File: src/rtl/grey_readout.sv
// Reads three asynchronous Johnson-coded decimal digits. Waits for the inputs to settle, converts
// them to binary and hands the digits out one at a time over a valid/ready port.
module grey_readout #(
    parameter int unsigned pTIMEOUT = 64
) (
    input  logic       i_clk,
    input  logic       i_rst,
    input  logic [4:0] i_100,
    input  logic [4:0] i_010,
    input  logic [4:0] i_001,
    input  logic       i_req,
    input  logic       i_ready,
    output logic       o_busy,
    output logic       o_valid,
    output logic [3:0] o_digit,
    output logic [1:0] o_pos,
    output logic [9:0] o_value,
    output logic [1:0] o_err,
    output logic       o_done
);

    localparam int unsigned TimerW = $clog2(pTIMEOUT + 1);
    localparam logic [TimerW-1:0] TimerLast = TimerW'(pTIMEOUT - 1);

    typedef enum logic [1:0] {StIdle, StSettle, StConvert, StEmit} state_e;

    // Returns {invalid, digit}; invalid codes read as digit 4'hF.
    function automatic logic [4:0] johnson_decode(input logic [4:0] code);
        logic [4:0] res;
        case (code)
            5'b00000: res = 5'd0;
            5'b00001: res = 5'd1;
            5'b00011: res = 5'd2;
            5'b00111: res = 5'd3;
            5'b01111: res = 5'd4;
            5'b11111: res = 5'd5;
            5'b11110: res = 5'd6;
            5'b11100: res = 5'd7;
            5'b11000: res = 5'd8;
            5'b10000: res = 5'd9;
            default:  res = 5'b11111;
        endcase
        return res;
    endfunction

    state_e            state_q, state_d;
    logic [14:0]       sync1_q, sync2_q, prev_q;
    logic [14:0]       snap_q, snap_d;
    logic [1:0]        stab_q, stab_d;
    logic [TimerW-1:0] timer_q, timer_d;
    logic [9:0]        acc_q, acc_d;
    logic [9:0]        value_q, value_d;
    logic [1:0]        err_q, err_d;
    logic [1:0]        pos_q, pos_d;
    logic              done_q, done_d;

    logic [4:0]        digit_code;
    logic [4:0]        digit_dec;
    logic [9:0]        acc_times10;
    logic [9:0]        acc_next;

    // pos_q walks 2..0 both while converting and while emitting.
    always_comb begin
        case (pos_q)
            2'd2:    digit_code = snap_q[14:10];
            2'd1:    digit_code = snap_q[9:5];
            default: digit_code = snap_q[4:0];
        endcase
    end

    assign digit_dec   = johnson_decode(digit_code);
    assign acc_times10 = acc_q * 10'd10;
    assign acc_next    = acc_times10 + (digit_dec[4] ? 10'd0 : {6'd0, digit_dec[3:0]});

    always_comb begin
        state_d = state_q;
        snap_d  = snap_q;
        stab_d  = stab_q;
        timer_d = timer_q;
        acc_d   = acc_q;
        value_d = value_q;
        err_d   = err_q;
        pos_d   = pos_q;
        done_d  = 1'b0;
        case (state_q)
            StIdle: begin
                if (i_req) begin
                    state_d = StSettle;
                    stab_d  = 2'd0;
                    timer_d = '0;
                    err_d   = 2'b00;
                end
            end
            StSettle: begin
                timer_d = timer_q + TimerW'(1);
                if (stab_q == 2'd2) begin
                    // prev_q holds the word that matched on three consecutive samples
                    snap_d  = prev_q;
                    state_d = StConvert;
                    acc_d   = 10'd0;
                    pos_d   = 2'd2;
                end else if (timer_q == TimerLast) begin
                    snap_d   = sync2_q;
                    err_d[1] = 1'b1;
                    state_d  = StConvert;
                    acc_d    = 10'd0;
                    pos_d    = 2'd2;
                end else if (sync2_q == prev_q) begin
                    stab_d = stab_q + 2'd1;
                end else begin
                    stab_d = 2'd0;
                end
            end
            StConvert: begin
                acc_d = acc_next;
                if (digit_dec[4]) begin
                    err_d[0] = 1'b1;
                end
                if (pos_q == 2'd0) begin
                    value_d = acc_next;
                    state_d = StEmit;
                    pos_d   = 2'd2;
                end else begin
                    pos_d = pos_q - 2'd1;
                end
            end
            StEmit: begin
                if (i_ready) begin
                    if (pos_q == 2'd0) begin
                        state_d = StIdle;
                        done_d  = 1'b1;
                    end else begin
                        pos_d = pos_q - 2'd1;
                    end
                end
            end
            default: state_d = StIdle;
        endcase
    end

    always_ff @(posedge i_clk) begin
        if (i_rst) begin
            state_q <= StIdle;
            sync1_q <= '0;
            sync2_q <= '0;
            prev_q  <= '0;
            snap_q  <= '0;
            stab_q  <= 2'd0;
            timer_q <= '0;
            acc_q   <= 10'd0;
            value_q <= 10'd0;
            err_q   <= 2'b00;
            pos_q   <= 2'd0;
            done_q  <= 1'b0;
        end else begin
            state_q <= state_d;
            sync1_q <= {i_100, i_010, i_001};
            sync2_q <= sync1_q;
            prev_q  <= sync2_q;
            snap_q  <= snap_d;
            stab_q  <= stab_d;
            timer_q <= timer_d;
            acc_q   <= acc_d;
            value_q <= value_d;
            err_q   <= err_d;
            pos_q   <= pos_d;
            done_q  <= done_d;
        end
    end

    assign o_busy  = (state_q != StIdle);
    assign o_valid = (state_q == StEmit);
    assign o_digit = o_valid ? digit_dec[3:0] : 4'd0;
    assign o_pos   = o_valid ? pos_q : 2'd0;
    assign o_value = value_q;
    assign o_err   = err_q;
    assign o_done  = done_q;

endmodule

File: config.mk
export PLATFORM = sky130hd
export DESIGN_NAME = grey_readout
export DESIGN_NICKNAME = d
export VERILOG_FILES = /design/src/rtl/grey_readout.sv
export SDC_FILE = /design/constraint.sdc
export NUM_CORES = 1
export LEC_CHECK = 0
export BUFFER_PORTS_ARGS = -buffer_cell sky130_fd_sc_hd__buf_2
export CAP_MARGIN = 20
export CORE_MARGIN = 4
export CORE_UTILIZATION = 59
export DETAILED_ROUTE_END_ITERATION = 8
export PLACE_DENSITY = 0.79
export REMOVE_ABC_BUFFERS = 1
export SLEW_MARGIN = 10
export SYNTH_ARGS = -nofsm -noshare
export SYNTH_HDL_FRONTEND = slang
export SYNTH_SLANG_ARGS = --single-unit
File: constraint.sdc
create_clock -name i_clk -period 5.7 [get_ports i_clk]
set_clock_uncertainty 0.05 [all_clocks]
set_input_delay 1.14 -clock i_clk [delete_from_list [all_inputs] [get_ports i_clk]]
set_output_delay 1.14 -clock i_clk [all_outputs]
set_load 0.1 [all_outputs]
==> qor.txt <==
Post-synth ARST share -> 0%
Clock Path Buffers -> 2
Clk Latency, worst-skew pair -> 0.38 ns
Vias per inst -> 5.511
H-tree depth -> 3
Crit path max-delay family -> adder cells
CTS tree -> yes
Avg Cell Area, Syn -> 9.174 µm²
FMAX -> 0.2067 GHz
Busiest layer in global routing -> met2
Die X -> 94.57 µm
Synth area leaders -> dfxtp_1 43%, ha_1 8.5%, nor2b_1 6.9%
Status -> finished, final reports clean
First-pass GRT wire length -> 14.61 mm
Post-CTS setup buffers -> 0
GR Util met1 -> 26.32%
R2R Path Start -> pos_q[0]$_SDFFE_PP0P_
Largest net degree at the start of global routing -> 89
Delay of the slowest cell on the worst path -> 0.62 ns
Clock Pin Slew Worst Setup and Hold Paths -> 0.11 ns
Initial DRC Count -> 171
Avg WL per Cell -> 13.65 µm
Synthesis Warnings -> 0
Fin cells -> 618
Initial antenna violation count -> 0
Area Overhead vs Synth -> 10.53%
Data arrival time of the worst path -> 3.65 ns
Post-synth top area cell -> dfxtp_1
Final core occ -> 67.38%
FF+latch count, synth -> 95
DRT Pass-1 Iters -> 4
Remaining global-route overflow -> 0
Unrepaired setup endpoints after global routing -> no
Setup crit start kind -> flop
Worst Hold Depth -> 1
Crit path kind -> reg2out
Tightest Pin Transition -> 1.006 ns
Min-delay src -> sync1_q[3]$_SDFF_PP0_
Num Clock Sinks -> 95
Mapped Area -> 0.004422 mm²
Worst R2R End -> o_value[9]$_SDFFE_PP0P_
Slowest CP cell -> ha_1
Fin crit share -> 84.88%
Final GP Congestion -> 0.8641
Initial core utilization -> 60.96%
CTS Hold Bufs -> 0
Root buffer cell -> clkbuf_8
Ys flop type -> dfxtp_1
Fin crit period -> 4.838 ns
Port Buffers -> 39
Dpl cells -> 601
Final hold vios -> 0
Reg2reg setup slack -> 0.90 ns
PnR worst setup slack -> 0.8619 ns
# diodes -> 0
CTS resizes -> 0
Buf+Inv Stages, Crit Path -> 3
Die Y -> 94.57 µm
Leak Pwr -> 1.936 nW
Met2 usage -> 33.16%
Peak supply drop -> 0.2332 mV
Die area -> 0.008943 mm²
Post-Route Setup TNS -> 0 ns
Slew Limit Fails -> 0
Met3 Track Usage GR -> 5.657%
Crit path max fanout -> 15
Std-Cell Rows -> 31
Total Power -> 2.237 mW
Setup violations, final -> 0
Worst slew margin -> 32.92%
Share of layout cells above drive strength 1 -> 12.72%
Drt drc -> 0
CTS Buf Count -> 9
Layout fillers -> 590
Post-synth cell types -> 46
Worst EP required -> 4.51 ns
Vias -> 3,406
PwrDens -> 457.8 mW/mm²
Pre-CTS setup slack -> 0.9799 ns
Sequential-to-total area share from yosys stat -> 43.01%
Reg2Reg Depth -> 19
Cells after synthesis -> 482
Nets -> 565
Final ANT Viol Nets -> 0
Detailed Place HPWL -> 6.026 mm
Critical path cell sequence -> inv_1 > ha_1 > mux2i_1 > inv_1 > ha_1 > o21ai_0 > a21oi_1 > a311oi_1 > nand2b_1 > and2_1 > buf_2
I/O Pins -> 40
CP endpoint kind -> output pin
Total of max-cap violations -> 0
Number of synthesized flops with an enable pin -> 0
GRT Resource Usage Total -> 20.63%
Area of the core -> 0.007253 mm²
Final wirelength -> 8.433 mm
Hold Path Class -> reg2reg
Vias in the first global route -> 3,265
Hold Path End -> sync2_q[3]$_SDFF_PP0_
Post-synth top area share -> 43.01%
synth_stat cells, drive strengths merged (3+ instances only):
| cell | n |
|---|---|
| a21o | 5 |
| and2 | 3 |
| a211oi | 21 |
| nor2 | 65 |
| and3 | 3 |
| a22oi | 4 |
| nor3 | 6 |
| clkbuf | 19 |
| nand3 | 11 |
| nand2b | 3 |
| a21oi | 26 |
| dfxtp | 95 |
| nand2 | 16 |
| xnor2 | 23 |
| xor2 | 6 |
| mux2i | 19 |
| ha | 30 |
| inv | 20 |
| nor2b | 49 |
| a31oi | 4 |
| nand4 | 7 |
| o21ai | 18 |
layout make-up:
cell class / instances / area, µm² / area share, %
clock inverter: 7 / 81.33 / 1.664
sequential: 95 / 1902 / 38.91
multi-input combinational: 346 / 2366 / 48.41
inverter: 20 / 75.07 / 1.536
tap: 99 / 123.9 / 2.535
timing repair buffer: 42 / 215.2 / 4.403
clock buffer: 9 / 123.9 / 2.535
routing by layer:
| metal | share of wire (%) | vias up |
|---|---|---|
| met5 | 0 | - |
| met4 | 1.8 | 0 |
| met3 | 4.9 | 14 |
| met2 | 48 | 90 |
| met1 | 45 | 1584 |
| li1 | - | 1718 |
power breakdown:
group	leakage (nW)	internal, mW	switching, mW	total, mW
combinational	1.06	0.321	0.727	1.05
sequential	0.774	0.716	0.0328	0.748
clock	0.104	0.177	0.265	0.442
total	1.94	1.21	1.02	2.24
logic make-up (layout without fill, tap and decap cells):
kind of cell | Yosys count | in the layout | share of synthesized area (%)
simple gates | 172 | 172 | 19.41
flops | 95 | 95 | 43.01
compound gates | 93 | 93 | 13.98
buf+inv | 41 | 78 | 3.650
fa+ha+maj | 32 | 32 | 9.394
xor+xnor | 30 | 30 | 6.253
mux | 19 | 19 | 4.301
registers in the layout, indices dropped and copies added, names as in the netlist:
register,flops
prev_q,15
o_done,1
sync1_q,15
acc_q,9
o_err,2
snap_q,15
stab_q,2
sync2_q,15
pos_q,2
o_value,10
timer_q,7
state_q,2
cells in the final DEF (no fill, tap or decap), types with 4 or more instances in the layout:
cell type	netlist	final
dfxtp_1	95	95
nand3_1	11	11
nor2_1	65	65
clkbuf_8	0	9
nand4_1	7	7
a21oi_1	23	23
xnor2_1	23	23
xor2_1	6	6
nor3_1	6	6
a21o_1	4	4
mux2i_1	19	19
a31oi_1	4	4
inv_1	20	20
a22oi_1	4	4
buf_2	0	39
a211oi_1	21	21
o21ai_0	17	17
nand2_1	16	16
nor2b_1	49	49
ha_1	30	30
how the worst max path moves through the flow:
stage                           from  cells past startpoint                       to
2_1_floorplan  pos_q[0]$_SDFFE_PP0P_                      8               o_digit[0]
3_3_place_gp   pos_q[0]$_SDFFE_PP0P_                     17  o_value[9]$_SDFFE_PP0P_
3_5_place_dp   pos_q[0]$_SDFFE_PP0P_                     19  o_value[9]$_SDFFE_PP0P_
4_1_cts        pos_q[0]$_SDFFE_PP0P_                     11               o_digit[3]
5_1_grt        pos_q[0]$_SDFFE_PP0P_                     19  o_value[9]$_SDFFE_PP0P_
6_report       pos_q[0]$_SDFFE_PP0P_                     11               o_digit[3]
stage by stage:
step           area [µm²]  hold WS, ns
2_1_floorplan        4335       0.3638
3_3_place_gp         4677       0.3664
3_5_place_dp         4677       0.3742
4_1_cts              4882       0.3974
5_1_grt              4887       0.4000
6_report             4887       0.3877
No activity file was read; power rests on OpenSTA's default activity.
